`src/rtl/multicycle_ctrl.sv`:
```
// rtl/multicycle_ctrl.sv - multi-cycle MIPS control FSM with memory handshake and retire counter
module multicycle_ctrl #(
  parameter int CNT_W = 32
) (
  input  logic             clkin,
  input  logic             reset,
  input  logic [5:0]       opCode,
  input  logic             zero,
  input  logic             mem_ready,
  output logic             pc_en,
  output logic             IorD,
  output logic             MemRead,
  output logic             MemWrite,
  output logic             IRWrite,
  output logic             RegDst,
  output logic             MemtoReg,
  output logic             RegWrite,
  output logic             ALUSrcA,
  output logic [1:0]       ALUSrcB,
  output logic [1:0]       ALUOp,
  output logic [1:0]       PCSource,
  output logic [3:0]       state,
  output logic             ill_op,
  output logic [CNT_W-1:0] instret
);

  typedef enum logic [3:0] {
    S_FETCH    = 4'd0,
    S_DECODE   = 4'd1,
    S_MEM_ADDR = 4'd2,
    S_MEM_RD   = 4'd3,
    S_MEM_WB   = 4'd4,
    S_MEM_WR   = 4'd5,
    S_R_EXEC   = 4'd6,
    S_R_WB     = 4'd7,
    S_BRANCH   = 4'd8,
    S_JUMP     = 4'd9,
    S_I_EXEC   = 4'd10,
    S_I_WB     = 4'd11
  } state_t;

  localparam logic [5:0] OP_R    = 6'b000000;
  localparam logic [5:0] OP_LW   = 6'b100011;
  localparam logic [5:0] OP_SW   = 6'b101011;
  localparam logic [5:0] OP_BEQ  = 6'b000100;
  localparam logic [5:0] OP_J    = 6'b000010;
  localparam logic [5:0] OP_ADDI = 6'b001000;

  localparam logic [CNT_W-1:0] CNT_ONE = {{(CNT_W-1){1'b0}}, 1'b1};

  state_t cur_state;
  state_t next_state;

  // Raw decoded controls before the reset gate on the enables/strobes.
  logic pc_write;
  logic pc_write_cond;
  logic mem_read_raw;
  logic mem_write_raw;
  logic ir_write_raw;
  logic reg_write_raw;
  logic ill_raw;
  logic retire;

  // State register; reset aborts any instruction in flight, including memory waits.
  always_ff @(posedge clkin) begin
    if (reset) begin
      cur_state <= S_FETCH;
    end else begin
      cur_state <= next_state;
    end
  end

  // Retired-instruction counter, wraps naturally at CNT_W bits.
  always_ff @(posedge clkin) begin
    if (reset) begin
      instret <= '0;
    end else if (retire) begin
      instret <= instret + CNT_ONE;
    end
  end

  // Next-state and Moore output decode; only FETCH looks at mem_ready for its strobes.
  always_comb begin
    next_state    = cur_state;
    pc_write      = 1'b0;
    pc_write_cond = 1'b0;
    mem_read_raw  = 1'b0;
    mem_write_raw = 1'b0;
    ir_write_raw  = 1'b0;
    reg_write_raw = 1'b0;
    ill_raw       = 1'b0;
    retire        = 1'b0;
    IorD          = 1'b0;
    RegDst        = 1'b0;
    MemtoReg      = 1'b0;
    ALUSrcA       = 1'b0;
    ALUSrcB       = 2'b00;
    ALUOp         = 2'b00;
    PCSource      = 2'b00;

    case (cur_state)
      S_FETCH: begin
        mem_read_raw = 1'b1;
        ALUSrcB      = 2'b01;
        ir_write_raw = mem_ready;
        pc_write     = mem_ready;
        if (mem_ready) begin
          next_state = S_DECODE;
        end
      end
      S_DECODE: begin
        // Branch target is precomputed into ALUOut here.
        ALUSrcB = 2'b11;
        case (opCode)
          OP_LW, OP_SW: next_state = S_MEM_ADDR;
          OP_R:         next_state = S_R_EXEC;
          OP_BEQ:       next_state = S_BRANCH;
          OP_J:         next_state = S_JUMP;
          OP_ADDI:      next_state = S_I_EXEC;
          default: begin
            // PC already advanced in FETCH, so the bad word is simply skipped.
            next_state = S_FETCH;
            ill_raw    = 1'b1;
          end
        endcase
      end
      S_MEM_ADDR: begin
        ALUSrcA = 1'b1;
        ALUSrcB = 2'b10;
        if (opCode == OP_LW) begin
          next_state = S_MEM_RD;
        end else if (opCode == OP_SW) begin
          next_state = S_MEM_WR;
        end else begin
          next_state = S_FETCH;
        end
      end
      S_MEM_RD: begin
        mem_read_raw = 1'b1;
        IorD         = 1'b1;
        if (mem_ready) begin
          next_state = S_MEM_WB;
        end
      end
      S_MEM_WB: begin
        reg_write_raw = 1'b1;
        MemtoReg      = 1'b1;
        next_state    = S_FETCH;
        retire        = 1'b1;
      end
      S_MEM_WR: begin
        mem_write_raw = 1'b1;
        IorD          = 1'b1;
        if (mem_ready) begin
          next_state = S_FETCH;
          retire     = 1'b1;
        end
      end
      S_R_EXEC: begin
        ALUSrcA    = 1'b1;
        ALUOp      = 2'b10;
        next_state = S_R_WB;
      end
      S_R_WB: begin
        reg_write_raw = 1'b1;
        RegDst        = 1'b1;
        next_state    = S_FETCH;
        retire        = 1'b1;
      end
      S_I_EXEC: begin
        ALUSrcA    = 1'b1;
        ALUSrcB    = 2'b10;
        next_state = S_I_WB;
      end
      S_I_WB: begin
        reg_write_raw = 1'b1;
        next_state    = S_FETCH;
        retire        = 1'b1;
      end
      S_BRANCH: begin
        ALUSrcA       = 1'b1;
        ALUOp         = 2'b01;
        pc_write_cond = 1'b1;
        PCSource      = 2'b01;
        next_state    = S_FETCH;
        retire        = 1'b1;
      end
      S_JUMP: begin
        pc_write   = 1'b1;
        PCSource   = 2'b10;
        next_state = S_FETCH;
        retire     = 1'b1;
      end
      default: begin
        // Encodings 12-15 are unreachable; recover to FETCH.
        next_state = S_FETCH;
      end
    endcase
  end

  // Write enables and memory strobes are held off while reset is high.
  assign pc_en    = ~reset & (pc_write | (pc_write_cond & zero));
  assign MemRead  = ~reset & mem_read_raw;
  assign MemWrite = ~reset & mem_write_raw;
  assign IRWrite  = ~reset & ir_write_raw;
  assign RegWrite = ~reset & reg_write_raw;
  assign ill_op   = ~reset & ill_raw;
  assign state    = cur_state;

endmodule

```
`config.mk`:
```
export PLATFORM = sky130hd
export DESIGN_NAME = multicycle_ctrl
export DESIGN_NICKNAME = d
export VERILOG_FILES = /design/src/rtl/multicycle_ctrl.sv
export SDC_FILE = /design/constraint.sdc
export NUM_CORES = 1
export LEC_CHECK = 0
export ABC_AREA = 1
export CAP_MARGIN = 20
export CELL_PAD_IN_SITES_DETAIL_PLACEMENT = 0
export CELL_PAD_IN_SITES_GLOBAL_PLACEMENT = 1
export CORE_MARGIN = 2
export CORE_UTILIZATION = 34
export DETAILED_ROUTE_END_ITERATION = 10
export PLACE_DENSITY_LB_ADDON = 0.1
export SYNTH_ARGS = -nofsm -noshare
export SYNTH_HDL_FRONTEND = slang
export SYNTH_SLANG_ARGS = --single-unit
```
`constraint.sdc`:
```
create_clock -name clkin -period 1.9 [get_ports clkin]
set_clock_uncertainty 0.15 [all_clocks]
set_input_delay 0.38 -clock clkin [delete_from_list [all_inputs] [get_ports clkin]]
set_output_delay 0.38 -clock clkin [all_outputs]
set_load 0.05 [all_outputs]
```
# Yosys cells after proc, flatten, opt, wreduce, memory -nomap -nowiden
# Cells that the tools add are included.
dict set report totals {
  ff_bits 36
  in_bits 10
  output_inout_bits 52
  wordCells 66
}
dict set report classes {
  addsub 1
  eq_ne 19
  n_mux 24
  bitwise 9
  n_reduce_logical 11
}
# cell count
set op_table {}
lappend op_table {{adder 32 x 1 -> 32 bit (second input constant)} 1}
lappend op_table {{one-hot mux 4 bit (7 select lines)} 1}
lappend op_table {{one-hot mux 4 bit (5 select lines)} 1}
lappend op_table {{equality test 4 x 3 -> 1 bit (second input constant)} 4}
lappend op_table {{equality test 4 bit (second input constant)} 4}
lappend op_table {{equality test 6 bit (second input constant)} 2}
lappend op_table {{two-way mux 1 bit} 12}
lappend op_table {{two-way mux 4 bit} 3}
lappend op_table {{equality test 4 x 2 -> 1 bit (second input constant)} 2}
lappend op_table {{one-hot mux 2 bit (2 select lines)} 2}
lappend op_table {{OR reduction 2 bit} 4}
lappend op_table {{AND 1 bit} 7}
lappend op_table {{equality test 6 x 2 -> 1 bit (second input constant)} 1}
lappend op_table {{equality test 6 x 3 -> 1 bit (second input constant)} 1}
lappend op_table {{equality test 6 x 4 -> 1 bit (second input constant)} 1}
lappend op_table {{zero test 6 bit} 1}
lappend op_table {{two-way mux 3 bit} 2}
lappend op_table {{!= test 2 bit (second input constant)} 3}
lappend op_table {{one-hot mux 2 bit (3 select lines)} 1}
lappend op_table {{OR reduction 6 bit} 1}
lappend op_table {{OR reduction 5 bit} 1}
lappend op_table {{equality test 4 x 1 -> 1 bit (second input constant)} 1}
lappend op_table {{zero test 4 bit} 1}
lappend op_table {{one-hot mux 1 bit (2 select lines)} 2}
lappend op_table {{5 further kinds} 5}

# Logic depth before layout (Yosys ltp)
dict set report logic_depth {
  word_depth 5
  ltp_mapped 11
}

# Worst setup path after synthesis
# OpenSTA, ideal clock, no wires.
dict set report synth_timing {
  kind {register to output}
  from {register cur_state[0], in the netlist state[0]}
  to {output pc_en}
  t_arrival_ns 2.620
  slack_ns -1.250
  stages_incl_launch_ff 7
  n_path_buf 0
  path_cell_list {dfxtp_1 > inv_1 > nor2_1 > inv_1 > nor2_1 > a21oi_1 > a21oi_1}
}
dict set report synth_via {
  elab_chain_cells 5
  elab_cells_between_ends 8
  classes_between {eq/ne (2); mux (2); bitwise (3); reduce/logical (1)}
}
# element line
set synth_rtl {}
lappend synth_rtl {{from (decl)} 51} ;# state_t cur_state;
lappend synth_rtl {{from (signal assigned)} 69} ;# cur_state <= next_state;
lappend synth_rtl {{equality test 4 bit} 101} ;# case (cur_state)
lappend synth_rtl {{two-way mux 1 bit} 101}
lappend synth_rtl {{AND 1 bit} 202} ;# assign pc_en = ~reset & (pc_write | (pc_write_cond & zero));
lappend synth_rtl {{bitwise OR 1 bit (*)} 202}
lappend synth_rtl {{AND 1 bit (*)} 202}
lappend synth_rtl {{to (decl)} 10} ;# output logic pc_en,
# Every way passes the cells marked *; elsewhere a longest branch is shown, timed or not.

# Worst setup path in the final report
dict set report layout_timing {
  from {register cur_state[1], in the netlist state[1]}
  to {output ALUSrcA}
}
dict set report layout_via {
  elab_chain_cells 3
  elab_cells_between_ends 6
  classes_between {eq/ne (4); mux (1); reduce/logical (1)}
}
# element line
set layout_rtl {}
lappend layout_rtl {{equality test 4 x 2 -> 1 bit (tied with other cells)} 101}
lappend layout_rtl {{OR reduction 4 bit (no line) (*)} --}
lappend layout_rtl {{two-way mux 1 bit (*)} 101}
lappend layout_rtl {{to (decl)} 18} ;# output logic ALUSrcA,
# Marks and branches as above.

==> run metrics <==
status=complete, but fails checks; failing checks=setup timing; WP data required=1370 ps; DRT iter0 DRCs=106; fin crit period=1990 ps; measured slew at the worst slew-check pin=295 ps; commonest non-fill, non-tap cell in the layout=nand2_1; largest family of logic cells by synthesized area=simple AND/OR/NAND/NOR gates; Final period util=105%; DRC=0; All-Layer GR Usage=20.4%; area growth from synthesis to layout=66.2%; proportion of synthesized area in mux cells=0%; Slew Limit Headroom=80.1%; clk slew on worst S/H paths=70 ps; DRT Pass-1 Iters=4; die height=90.7 um; Total Wirelength=8210 um; # nets final=549; Worst VDD drop=0.000258 V; GRT overflow=0; Die ar.=8220 um2; Post-Syn Instances=427; Die X=90.7 um; share of post-route cells with drive strength above 1=37.3%; Netlist cell types=29; TritonCTS clock tree=yes; maximum root-to-sink buffer count=2; number of global-route vias before repair=2874; Max Slew Vio Count=0; Leak=1.68 nW; Synth Register Bits=36; CP Class=reg2out; PnR worst setup slack=-94.8 ps; # rows=31; Post-Syn Area=2550 um2; I/O pins=62; PD cells=417 nW/um2; Avg WL per Cell=12.9 um; worst path arrival time=approximately 1500 ps; ANT nets after route=0; final setup violation count=7; hold crit path type=reg2reg; RSZ-0062 raised after global routing=yes; H-tree levels=2; Floorplan Core Area=7250 um2; simple-gate share of the synthesized area=50.0%; # diodes=0; MaxCap Viol Count=0; global-route wire length before repair=roughly 14000 um; clk sinks=36; Post-Synth Adder-Cell Area=0.490%; syn_nets=438; most frequent cells in the layout=nand2_1, nor2_1, buf_4; endpoints failing hold=0; Via density=4.63; highest clock rate=501 MHz; vias=between 2000 and 3000; Initial Utilization=between 30% and 40%; final HPWL from detailed placement=6330 um; Clk Latency, worst-skew pair=300 ps; complex-gate fraction of the synthesized area=about a tenth; largest net degree at the start of global routing=17; total CTS buffers=5; post-synthesis sequential area ratio=approximately 28%; Place WS=-277 ps; initial antenna violation count=0; crit start category=flop; clock root buffer=clkbuf_8; Hold-fix buffers, CTS=0; Crit Path Max Fanout=4; routability cong.=0.826; crit path capture type=primary output; XOR/XNOR share of the synthesized area=2.74%; syn avg cell area=5.98 um2; port buffer count=61; setup TNS=-322 ps; total of warnings raised by yosys=0
[layout make-up]
| class | instances | area [um2] |
|---|---|---|
| fill | 720 | 3010 |
| tap | 99 | 124 |
| timing repair buffer | 112 | 1290 |
| clock buffer | 5 | 68.8 |
| sequential | 36 | 738 |
| multi-input combinational | 343 | 1820 |
| clock inverter | 3 | 41.3 |
| inverter | 40 | 156 |
[Yosys cell counts]
master    count  share of area (%)
nand2_1     142                 21
nor2_1       89                 13
dfxtp_1      36                 28
inv_1        34                5.0
nand3_1      27                5.3
a21oi_1      22                4.3
a21oi_2      11                3.8
nand2_2      11                2.7
nand2_4       7                3.1
inv_2         6               0.88
nor2_2        6                1.5
o21ai_0       5               0.98
clkbuf_1      4               0.59
nor3_1        4               0.78
xnor2_1       4                1.4
xor2_1        4                1.4
buf_4         2               0.59
nand4_1       2               0.49
a21oi_4       1               0.64
buf_12        1               0.78
buf_6         1               0.44
ha_1          1               0.49
nand3_2       1               0.39
nand3b_1      1               0.29
nor2_4        1               0.44
nor2_8        1               0.78
nor3b_1       1               0.29
o211ai_1      1               0.29
o21bai_1      1               0.29
[power by group]
group	total, W	internal (W)	switching (W)
Combinational	0.000298	0.000131	0.000167
Clock	0.000711	0.000390	0.000321
Sequential	0.000760	0.000754	0.00000629
Total	0.00177	0.00127	0.000495
[registers in the layout (all words and copies together), names as in the netlist]
name,cells
instret,32
state,4
[through the flow]
stage / area [um2] / cells / total power, W / utilization (%) / hold WS (ps)
final: 4250 / 638 / 0.00177 / 58.5 / 344
after CTS: 4100 / 631 / 0.00175 / 56.5 / 346
after detailed placement: 3900 / 615 / 0.00103 / 53.8 / 335
after global placement: 3900 / 615 / 0.00103 / 53.8 / 332
after global routing: 4250 / 638 / 0.00183 / 58.5 / 378
after floorplan: 2660 / 427 / 0.000917 / - / 399
[timing repair]
action,4_1_cts,5_1_grt
hold endpoints to repair,0,0
setup endpoints to repair,9,27
buffers inserted,8,7
gates cloned,0,0
resized for setup,16,27
pin swaps,10,9
[worst max-delay path, stage by stage (launching register included)]
cell,delay (ps)
dfxtp_4,390
clkinvlp_4,150
nand2_4,140
nor2_4,60
buf_6,120
nor2_2,110
nand2_2,70
buf_12,150
[worst paths after layout]
check | startpoint | to | slack [ps] | cells after the start
worst min register to register | instret[31]$_SDFFE_PP0P_ | instret[31]$_SDFFE_PP0P_ | 340 | 2
worst max register to register | state[0]$_SDFFE_PP0P_ | instret[2]$_SDFFE_PP0P_ | 90 | 12
worst max-delay path | state[1]$_SDFFE_PP0P_ | ALUSrcA | -90 | 7
worst min-delay path | instret[31]$_SDFFE_PP0P_ | instret[31]$_SDFFE_PP0P_ | 340 | 2
[metal layers]
layer	vias to the layer above	track usage [%]	wire, um
li1	1552	-	-
met5	-	0	0
met3	5	2.84	311
met1	1337	27.3	3890
met2	57	34.6	3930
met4	0	4.87	72
[cells by family (layout without fill, tap and decap cells)]
kind of cell,after synthesis,after routing
adders and majority gates,1,1
xor gates and xnor gates,8,8
DFF,36,36
AOI/OAI and AO/OA,41,41
buffers and inverters,48,160
and+or+nand+nor,293,293
Power figures use the tool's default switching activity.
